[config.mk]
export PLATFORM = sky130hd
export DESIGN_NAME = lcg_stim_gen_flat
export DESIGN_NICKNAME = d
export VERILOG_FILES = /design/src/rtl/lcg_stim_gen_if.sv /design/src/rtl/lcg_stim_gen.sv /design/src/flat_wrapper.sv
export SDC_FILE = /design/constraint.sdc
export NUM_CORES = 2
export LEC_CHECK = 0
export ABC_CLOCK_PERIOD_IN_PS = 9360
export BUFFER_PORTS_ARGS = -buffer_cell sky130_fd_sc_hd__buf_2
export CELL_PAD_IN_SITES_DETAIL_PLACEMENT = 1
export CELL_PAD_IN_SITES_GLOBAL_PLACEMENT = 1
export CORE_MARGIN = 2
export CORE_UTILIZATION = 45
export CTS_CLUSTER_DIAMETER = 150
export DETAILED_ROUTE_END_ITERATION = 8
export PLACE_DENSITY_LB_ADDON = 0.1
export SLEW_MARGIN = 20
export SYNTH_ARGS = -nofsm -noshare
export SYNTH_HDL_FRONTEND = slang
export SYNTH_SLANG_ARGS = --single-unit
[constraint.sdc]
create_clock -name clk -period 9.36 [get_ports clk]
set_input_delay 2.34 -clock clk [delete_from_list [all_inputs] [get_ports clk]]
set_output_delay 2.34 -clock clk [all_outputs]
set_load 0.005 [all_outputs]
[src/rtl/lcg_stim_gen_if.sv]
// -----------------------------------------------------------------------------
// lcg_stim_gen_if
//   Valid/ready stimulus stream from lcg_stim_gen to whatever consumes the
//   generated vectors (normally the DUT in_flat input of a fuzz harness).
//
//   out_valid  producer -> consumer  out_vec holds a complete vector
//   out_ready  consumer -> producer  consumer accepts out_vec this cycle
//   out_vec    producer -> consumer  OUT_W-bit stimulus vector
//
//   master : the generator side
//   slave  : the consumer side
// -----------------------------------------------------------------------------
interface lcg_stim_gen_if #(
  parameter int OUT_W = 260
);
  logic             out_valid;
  logic             out_ready;
  logic [OUT_W-1:0] out_vec;

  modport master (
    output out_valid,
    output out_vec,
    input  out_ready
  );

  modport slave (
    input  out_valid,
    input  out_vec,
    output out_ready
  );
endinterface : lcg_stim_gen_if

[src/rtl/lcg_stim_gen.sv]
// -----------------------------------------------------------------------------
// lcg_stim_gen
//   Fills an OUT_W-bit stimulus vector one 32-bit word per cycle, least
//   significant word first, from the LCG x' = x*32'h41C64E6D + 32'h3039, and
//   presents each complete vector on a valid/ready stream. A run produces
//   cfg_cycles vectors (0 = unbounded) in one of three modes:
//     FREE : refill immediately after each accept
//     HOLD : re-present the same vector after each accept (no LCG advance)
//     STEP : wait for a step pulse after each accept before refilling
//
// Ports
//   clk          rising-edge clock
//   rst          synchronous, active-high reset
//   seed_load    pulse: load seed_val into the LCG, abort any run
//   seed_val     32-bit seed
//   start        pulse: begin a run (only honoured in IDLE or DONE)
//   cfg_cycles   vectors per run, 0 = unbounded (sampled at start)
//   cfg_mode     0 FREE, 1 HOLD, 2 STEP, 3 behaves as FREE (sampled at start)
//   step         STEP mode: permits generation of one more vector
//   bus          master side of the out_valid/out_ready/out_vec stream
//   vec_count    vectors accepted in the current run (saturating)
//   busy         a run is in progress
//   done         run budget reached; held until start, seed_load or rst
// -----------------------------------------------------------------------------
module lcg_stim_gen #(
  parameter int          OUT_W        = 260,
  parameter logic [31:0] SEED_DEFAULT = 32'hF7FD5646,
  parameter int          CNT_W        = 32
) (
  input  logic             clk,
  input  logic             rst,
  input  logic             seed_load,
  input  logic [31:0]      seed_val,
  input  logic             start,
  input  logic [CNT_W-1:0] cfg_cycles,
  input  logic [1:0]       cfg_mode,
  input  logic             step,
  lcg_stim_gen_if.master   bus,
  output logic [CNT_W-1:0] vec_count,
  output logic             busy,
  output logic             done
);

  // Words per vector, width of the truncated top word, word index width.
  localparam int                NW       = (OUT_W + 31) / 32;
  localparam int                LAST_W   = OUT_W - 32 * (NW - 1);
  localparam int                IDX_W    = (NW > 1) ? $clog2(NW) : 1;
  localparam logic [IDX_W-1:0]  LAST_IDX = IDX_W'(NW - 1);
  localparam logic [31:0]       LCG_MUL  = 32'h41C64E6D;
  localparam logic [31:0]       LCG_INC  = 32'h00003039;

  typedef enum logic [2:0] {
    S_IDLE,
    S_FILL,
    S_PRESENT,
    S_WAIT,
    S_DONE
  } state_e;

  typedef enum logic [1:0] {
    MODE_FREE = 2'd0,
    MODE_HOLD = 2'd1,
    MODE_STEP = 2'd2,
    MODE_RSVD = 2'd3
  } mode_e;

  // ---------------------------------------------------------------------------
  // State
  // ---------------------------------------------------------------------------
  state_e           r_fsm;
  logic [31:0]      r_lcg;
  logic [IDX_W-1:0] r_idx;
  logic [OUT_W-1:0] r_vec;
  logic             r_valid;
  logic [CNT_W-1:0] r_count;
  logic             r_done;
  mode_e            r_mode;
  logic [CNT_W-1:0] r_cycles;

  // ---------------------------------------------------------------------------
  // Next-state / control
  // ---------------------------------------------------------------------------
  state_e           w_fsm_next;
  logic [31:0]      w_lcg_next;
  logic [OUT_W-1:0] w_full;
  logic             w_adv;
  logic             w_load_vec;
  logic             w_start_acc;
  logic             w_accept;
  logic             w_valid_next;
  logic [CNT_W-1:0] w_cnt_inc;
  logic [CNT_W-1:0] w_cnt_next;
  logic             w_done_next;
  logic             w_budget_hit;

  assign w_lcg_next   = r_lcg * LCG_MUL + LCG_INC;
  assign w_accept     = r_valid & bus.out_ready;
  // Saturate instead of wrapping; only reachable with an unbounded run.
  assign w_cnt_inc    = (&r_count) ? r_count : r_count + CNT_W'(1);
  assign w_budget_hit = (r_cycles != '0) && (w_cnt_inc == r_cycles);

  always_comb begin
    // NOTE: every signal gets a default before the case so no path leaves
    // it unassigned; otherwise synthesis would infer a latch to hold it.
    w_fsm_next   = r_fsm;
    w_adv        = 1'b0;
    w_load_vec   = 1'b0;
    w_start_acc  = 1'b0;
    w_valid_next = r_valid;
    w_cnt_next   = r_count;
    w_done_next  = r_done;

    unique case (r_fsm)
      S_IDLE, S_DONE: begin
        if (start) begin
          w_fsm_next  = S_FILL;
          w_start_acc = 1'b1;
          w_cnt_next  = '0;
          w_done_next = 1'b0;
        end
      end

      S_FILL: begin
        w_adv = 1'b1;
        if (r_idx == LAST_IDX) begin
          w_load_vec   = 1'b1;
          w_valid_next = 1'b1;
          w_fsm_next   = S_PRESENT;
        end
      end

      S_PRESENT: begin
        if (w_accept) begin
          w_cnt_next = w_cnt_inc;
          if (w_budget_hit) begin
            w_fsm_next   = S_DONE;
            w_valid_next = 1'b0;
            w_done_next  = 1'b1;
          end else begin
            unique case (r_mode)
              MODE_HOLD: begin
                // Same vector stays on the bus; the LCG does not move.
                w_fsm_next = S_PRESENT;
              end
              MODE_STEP: begin
                w_fsm_next   = S_WAIT;
                w_valid_next = 1'b0;
              end
              default: begin
                w_fsm_next   = S_FILL;
                w_valid_next = 1'b0;
              end
            endcase
          end
        end
      end

      S_WAIT: begin
        if (step) begin
          w_fsm_next = S_FILL;
        end
      end

      default: begin
        w_fsm_next = S_IDLE;
      end
    endcase

    // Seed load overrides everything the FSM decided this cycle, including
    // a simultaneous start.
    if (seed_load) begin
      w_fsm_next   = S_IDLE;
      w_adv        = 1'b0;
      w_load_vec   = 1'b0;
      w_start_acc  = 1'b0;
      w_valid_next = 1'b0;
      w_cnt_next   = '0;
      w_done_next  = 1'b0;
    end
  end

  // ---------------------------------------------------------------------------
  // FSM state register
  // ---------------------------------------------------------------------------
  always_ff @(posedge clk) begin
    // NOTE: sequential state uses non-blocking assignments so every register
    // samples the pre-edge values regardless of statement order.
    if (rst) begin
      r_fsm <= S_IDLE;
    end else begin
      r_fsm <= w_fsm_next;
    end
  end

  // ---------------------------------------------------------------------------
  // Datapath registers
  // ---------------------------------------------------------------------------
  always_ff @(posedge clk) begin
    if (rst) begin
      r_lcg    <= SEED_DEFAULT;
      r_idx    <= '0;
      r_vec    <= '0;
      r_valid  <= 1'b0;
      r_count  <= '0;
      r_done   <= 1'b0;
      r_mode   <= MODE_FREE;
      r_cycles <= '0;
    end else begin
      r_valid <= w_valid_next;
      r_count <= w_cnt_next;
      r_done  <= w_done_next;

      if (seed_load) begin
        r_lcg <= seed_val;
      end else if (w_adv) begin
        r_lcg <= w_lcg_next;
      end

      // An aborted fill restarts from word 0.
      if (seed_load) begin
        r_idx <= '0;
      end else if (w_adv) begin
        r_idx <= (r_idx == LAST_IDX) ? '0 : r_idx + IDX_W'(1);
      end

      // The visible vector only changes once the whole fill is complete.
      if (w_load_vec) begin
        r_vec <= w_full;
      end

      if (w_start_acc) begin
        r_mode   <= mode_e'(cfg_mode);
        r_cycles <= cfg_cycles;
      end
    end
  end

  // ---------------------------------------------------------------------------
  // Fill buffer: holds words 0..NW-2 while the fill is in progress. The top
  // word goes straight from the LCG into r_vec, truncated to LAST_W bits.
  // ---------------------------------------------------------------------------
  generate
    if (NW > 1) begin : g_multi_word
      logic [32*(NW-1)-1:0] r_buf;

      // NOTE: the fill buffer has no reset; each word is written during FILL
      // before the vector that uses it is loaded, so reset values are never
      // observable.
      always_ff @(posedge clk) begin
        if (w_adv && (r_idx != LAST_IDX)) begin
          r_buf[32*int'(r_idx) +: 32] <= w_lcg_next;
        end
      end

      assign w_full = {w_lcg_next[LAST_W-1:0], r_buf};
    end else begin : g_single_word
      assign w_full = w_lcg_next[LAST_W-1:0];
    end
  endgenerate

  // ---------------------------------------------------------------------------
  // Outputs
  // ---------------------------------------------------------------------------
  assign bus.out_valid = r_valid;
  assign bus.out_vec   = r_vec;
  assign vec_count     = r_count;
  assign done          = r_done;
  assign busy          = (r_fsm != S_IDLE) && (r_fsm != S_DONE);

endmodule : lcg_stim_gen

[src/flat_wrapper.sv]
// flat-port wrapper written by rule: the top's interface ports become plain ports
module lcg_stim_gen_flat 
#(
  parameter int          OUT_W        = 260,
  parameter logic [31:0] SEED_DEFAULT = 32'hF7FD5646,
  parameter int          CNT_W        = 32
)
  (clk, rst, seed_load, seed_val, start, cfg_cycles, cfg_mode, step, vec_count, busy, done, bus_out_valid, bus_out_vec, bus_out_ready);
  lcg_stim_gen_if #(.OUT_W(OUT_W)) bus_i ();
  input  logic clk;
  input  logic rst;
  input  logic seed_load;
  input  logic [31:0] seed_val;
  input  logic start;
  input  logic [CNT_W-1:0] cfg_cycles;
  input  logic [1:0] cfg_mode;
  input  logic step;
  output logic [CNT_W-1:0] vec_count;
  output logic busy;
  output logic done;
  output wire logic [$bits(bus_i.out_valid)-1:0] bus_out_valid;
  output wire logic [$bits(bus_i.out_vec)-1:0] bus_out_vec;
  input wire logic [$bits(bus_i.out_ready)-1:0] bus_out_ready;
  assign bus_out_valid = bus_i.out_valid;
  assign bus_out_vec = bus_i.out_vec;
  assign bus_i.out_ready = bus_out_ready;
  lcg_stim_gen #(.OUT_W(OUT_W), .SEED_DEFAULT(SEED_DEFAULT), .CNT_W(CNT_W)) u_core (.clk(clk), .rst(rst), .seed_load(seed_load), .seed_val(seed_val), .start(start), .cfg_cycles(cfg_cycles), .cfg_mode(cfg_mode), .step(step), .bus(bus_i), .vec_count(vec_count), .busy(busy), .done(done));
endmodule
== After elaboration in Yosys (flattened, before gate mapping) ==
Index checks and enable logic that the tools add are counted.

* Register bits after elaboration: 623
* Output and inout bits: 295
* Word-level logic and storage cells: 82

* $add $sub $neg: 4
* Multipliers: 1
* Eq/ne operators: 16
* Shift-type cells: 2
* Muxes and demuxes: 32
* Bitwise gates (word level): 1
* Reductions and logical operators: 16

{| class="wikitable"
|+ Operators by type and width
! kind !! number
|-
| bitwise mux 256 bit || 1
|-
| variable shift 32 x 33 -> 256 bit (first input constant) || 1
|-
| variable part select 32 x 33 -> 256 bit || 1
|-
| 2-to-1 mux 32 bit || 5
|-
| one-hot mux 32 bit (2 select lines) || 1
|-
| negation 9 -> 33 bit || 1
|-
| adder 32 x 1 -> 32 bit (second input constant) || 1
|-
| adder 32 x 14 -> 32 bit (second input constant) || 1
|-
| == test 32 bit || 1
|-
| multiplier 32 x 31 -> 32 bit (second input constant) || 1
|-
| AND reduction 32 bit || 1
|-
| nonzero test 32 bit || 1
|-
| 2-to-1 mux 1 bit || 15
|-
| 2-to-1 mux 3 bit || 5
|-
| one-hot mux 3 bit (4 select lines) || 1
|-
| AND reduction 4 bit || 3
|-
| == test 3 x 2 -> 1 bit (second input constant) || 2
|-
| inequality test 2 x 1 -> 1 bit (second input constant) || 3
|-
| nonzero test 2 bit || 3
|-
| adder 4 x 1 -> 4 bit (second input constant) || 1
|-
| == test 4 bit (second input constant) || 1
|-
| 2-to-1 mux 4 bit || 1
|-
| inequality test 2 bit (second input constant) || 2
|-
| inequality test 4 bit (second input constant) || 1
|-
| 14 further kinds || 18
|}

== Depth between registers and ports, before layout ==
* Depth in word-level cells: 7
* Depth in mapped cells: 27
* Mapped depth without buffers: 25

== Worst setup path after synthesis ==
No wires, ideal clock.

* Path type: flip-flop to flip-flop
* Start: register u_core.r_lcg[7]
* End: register u_core.g_multi_word.r_buf[126], data pin
* Library setup time: 0.286 ns
* Data arrival time: 6.690 ns
* Data required time: 9.074 ns
* Path slack: 2.385 ns
* Stages on the path, launching flop included: 23
* Path buffers: 1
* Period minus slack after synthesis: 6.975 ns
* Cell sequence: dfxtp_1 ha_1 xor2_1 ha_1 a21oi_1 fa_1 fa_1 inv_1 fa_1 fa_1 fa_1 inv_1 fa_1 inv_1 ha_1 clkbuf_1 a21oi_1 o21ai_0 or4_1 o211ai_1 a21oi_1 a311oi_1 nor2_1

* Word-level cells in the longest chain between the ends: 4

{| class="wikitable"
|+ Ends and longest elaborated chain
! what !! line !! text
|-
| start, declared || lcg_stim_gen.sv:71 || <nowiki>logic [31:0] r_lcg;</nowiki>
|-
| start signal, assigned || lcg_stim_gen.sv:214 || <nowiki>r_lcg <= seed_val;</nowiki>
|-
| start signal, assigned || lcg_stim_gen.sv:216 || <nowiki>r_lcg <= w_lcg_next;</nowiki>
|-
| multiplier 32 x 31 -> 32 bit || lcg_stim_gen.sv:96 || <nowiki>assign w_lcg_next = r_lcg * LCG_MUL + LCG_INC;</nowiki>
|-
| adder 32 x 14 -> 32 bit || lcg_stim_gen.sv:96 ||
|-
| variable part select 32 x 33 -> 256 bit || lcg_stim_gen.sv:251 || <nowiki>r_buf[32*int'(r_idx) +: 32] <= w_lcg_next;</nowiki>
|-
| bitwise mux 256 bit || lcg_stim_gen.sv:251 ||
|-
| end signal, assigned by index || lcg_stim_gen.sv:251 ||
|-
| end, declared || lcg_stim_gen.sv:244 || <nowiki>logic [32*(NW-1)-1:0] r_buf;</nowiki>
|}

Every way passes these cells.
A chain may end at the register's enable or synchronous reset.

== Final worst setup path ==
* Start: register u_core.r_lcg[7]
* End: register u_core.g_multi_word.r_buf[254], data pin

Same word-level chain as after synthesis.

==> impl_metrics.ini <==
[run_status]
outcome = complete, no violations

[cts]
htree_levels = 3
postCtsResizedCells = 0
postCtsHoldBufs = 0
clkTransAtPathRegs_ns = 0.06
post_cts_buffers = 0
cts_buffer_depth = 3
cts_tree = built
root_buffer = clkbuf_16
worstSkewPairLatency_ns = 0.64
cts_made_buffers = 71
clock_sinks = 623

[sta]
post-route-period-util_pct = 81.90
fin_ws_ns = 1.695
fmax_ghz = 0.1305
maxSlewViolCount = 0
final-setup-viol-count = 0
finClkSkew_ns = 0.04241
grt_setup_unrepaired = no
finalSetupTns_ns = 0
worst_pin_slew_ns = 1.302
slew_headroom_pct = 13.20
fin_crit_ns = 7.665
report.final.hold_viol_count = 0

[routing]
drt_drc_violations_left = 0
ant_nets = 0
vias = 26540
viasPerCell = 5.491
drtIter0Drc = 1774
first_pass_iters = 5
wl_mm = 115.7
wire_per_inst_um = 23.93

[worst_setup_path]
required_ns = 9.69
end_kind = flop
crit_type = flop to flop
reg2regPathDepth = 21
start_kind = flop
critPathMaxFanout = 9
arrival_ns = 8.00

[cells_and_area]
nNetsFinal = 4288
mostFrequentLayoutCell = nand2_1
drive_above_1_share_pct = 14.74
area_growth_pct = 16.12
antenna_cells = 0
layoutNonFillerInstCount = 4834
utilization_pct = 52.70
most-common-layout-cells = nand2_1 (684), inv_1 (406), a21oi_1 (381), dfxtp_1 (367), buf_2 (365)

[synthesis]
syn_area_um2 = 33110
synth_top_area_share_pct = 23.22
yosysUniqueCellTypes = 77
syn_nets = 3998
synth-edff-count = 256
yosysTopAreaCell = edfxtp_1
ys_top_cells_by_area = edfxtp_1 (23%), dfxtp_1 (22%), fa_1 (11%)
synth-seq-area-share_pct = 45.40
ys_warn_count = 0
ys_ff_latch = 623
syn_avg_cell_area_um2 = 9.391
synthCells = 3526
async_flop_share_pct = 0
synth_ff_type = dfxtp_1

[placed_design]
dp_hpwl_mm = 84.91
dpl.cell_count = 4698
port_buffers = 366
place_ws_ns = 1.727
gp_congestion = 0.9279

[die]
start_util_pct = 45.39
core.rowCount = 99
die_area_um2 = 75770
die_h_um = 275.3
die_x_um = 275.3
ios = 367
core_um2 = 72960

[grt]
antenna_found_initial = 1
grt.overflow.total = 0
grtUsageMet2_pct = 50.65
first_global_vias = 27590
gr-usage-all-layers_pct = 30.45
grtUsageMet1_pct = 41.42
grt_max_degree = 207
grt_busiest_layer = met2
grt_first_pass_wirelength_mm = 172.3
use_met3_pct = 3.767

[hold_path]
worstHoldPathCells = 2
hp-class = flop to flop

[flow_run]
drv_cap = 0
-- logic make-up after synthesis --
group | Yosys count | share of synthesized area (%)
AO/OA/AOI/OAI | 585 | 10.23
XOR/XNOR | 98 | 2.592
adder cells (fa/ha/maj) | 400 | 19.40
buffers and inverters | 594 | 6.790
flip-flops | 623 | 45.40
multiplexers | 2 | 0.06046
AND/OR/NAND/NOR | 1224 | 15.52
-- per-stage QoR --
stage / instance area (µm²) / hold WS, ns
final: 38450 / 0.4523
after detailed placement: 35990 / 0.4459
after global placement: 35950 / 0.4394
after CTS: 38350 / 0.4542
after floorplan: 33110 / 0.4363
after global routing: 38450 / 0.4650
-- metal layers --
layer	up-vias	wire length (µm)
met4	2	3729
met3	170	6486
li1	12130	-
met2	757	55510
met1	13490	49940
met5	-	13
-- worst max-delay path: stages, from the launching register on --
cell	delay, ns
dfxtp_1	0.61
ha_1	0.43
xor2_1	0.21
ha_1	0.20
a21oi_1	0.20
fa_1	0.46
fa_1	0.54
inv_1	0.05
fa_1	0.52
fa_1	0.44
fa_1	0.54
inv_1	0.06
fa_1	0.53
inv_1	0.04
ha_1	0.43
a21oi_1	0.24
o21ai_0	0.13
or4_1	0.55
o211ai_1	0.27
a21oi_1	0.14
a311oi_2	0.70
nor2_1	0.09
-- area by class of cell --
cell class | instances | area, µm²
Fill cell | 8314 | 34510
Multi-Input combinational cell | 2309 | 16110
Sequential cell | 623 | 15030
Timing Repair Buffer | 404 | 2221
Clock buffer | 94 | 1943
Inverter | 407 | 1528
Tap cell | 959 | 1200
Clock inverter | 38 | 416.7
-- synth_stat cells, types with 5 or more instances --
| cell type | number |
|---|---|
| nor4_1 | 19 |
| xor2_1 | 35 |
| buf_2 | 7 |
| ha_1 | 211 |
| and3_1 | 18 |
| or4_1 | 5 |
| a31o_2 | 5 |
| a21oi_1 | 381 |
| o211ai_1 | 17 |
| nor3_1 | 44 |
| nand2b_1 | 15 |
| or3_1 | 14 |
| or2_2 | 6 |
| a221oi_1 | 5 |
| a41oi_1 | 5 |
| fa_1 | 189 |
| a311oi_1 | 12 |
| a21o_1 | 12 |
| nand2_1 | 684 |
| and2_1 | 10 |
| inv_1 | 406 |
| xnor2_1 | 63 |
| clkbuf_1 | 177 |
| nand4_1 | 12 |
| a211oi_1 | 17 |
| nor2b_1 | 5 |
| a31oi_1 | 12 |
| edfxtp_1 | 256 |
| a22oi_1 | 7 |
| o21ai_0 | 61 |
| nor2_1 | 331 |
| nand3_1 | 36 |
| dfxtp_1 | 367 |
-- worst paths after layout --
| check | start | end | slack, ns |
|---|---|---|---|
| setup / recovery | u_core.r_lcg[7] | u_core.g_multi_word.r_buf[254] | 1.69 |
| hold / removal | u_core.bus.out_vec[75] | u_core.bus.out_vec[75] | 0.45 |
| setup reg to reg | u_core.r_lcg[7] | u_core.g_multi_word.r_buf[254] | 1.69 |
| hold reg to reg | u_core.bus.out_vec[75] | u_core.bus.out_vec[75] | 0.45 |
-- state kept, by name (all words and copies together), names as in the netlist --
name                       flops
u_core.vec_count              32
u_core.g_multi_word.r_buf    256
u_core.r_idx                   4
u_core.r_fsm                   3
u_core.done                    1
u_core.r_lcg                  32
u_core.r_cycles               32
u_core.bus.out_vec           260
u_core.r_mode                  2
u_core.bus.out_valid           1
Power is not shown: default switching activity piles up to over one toggle a cycle in this logic, so the estimate is an artifact.
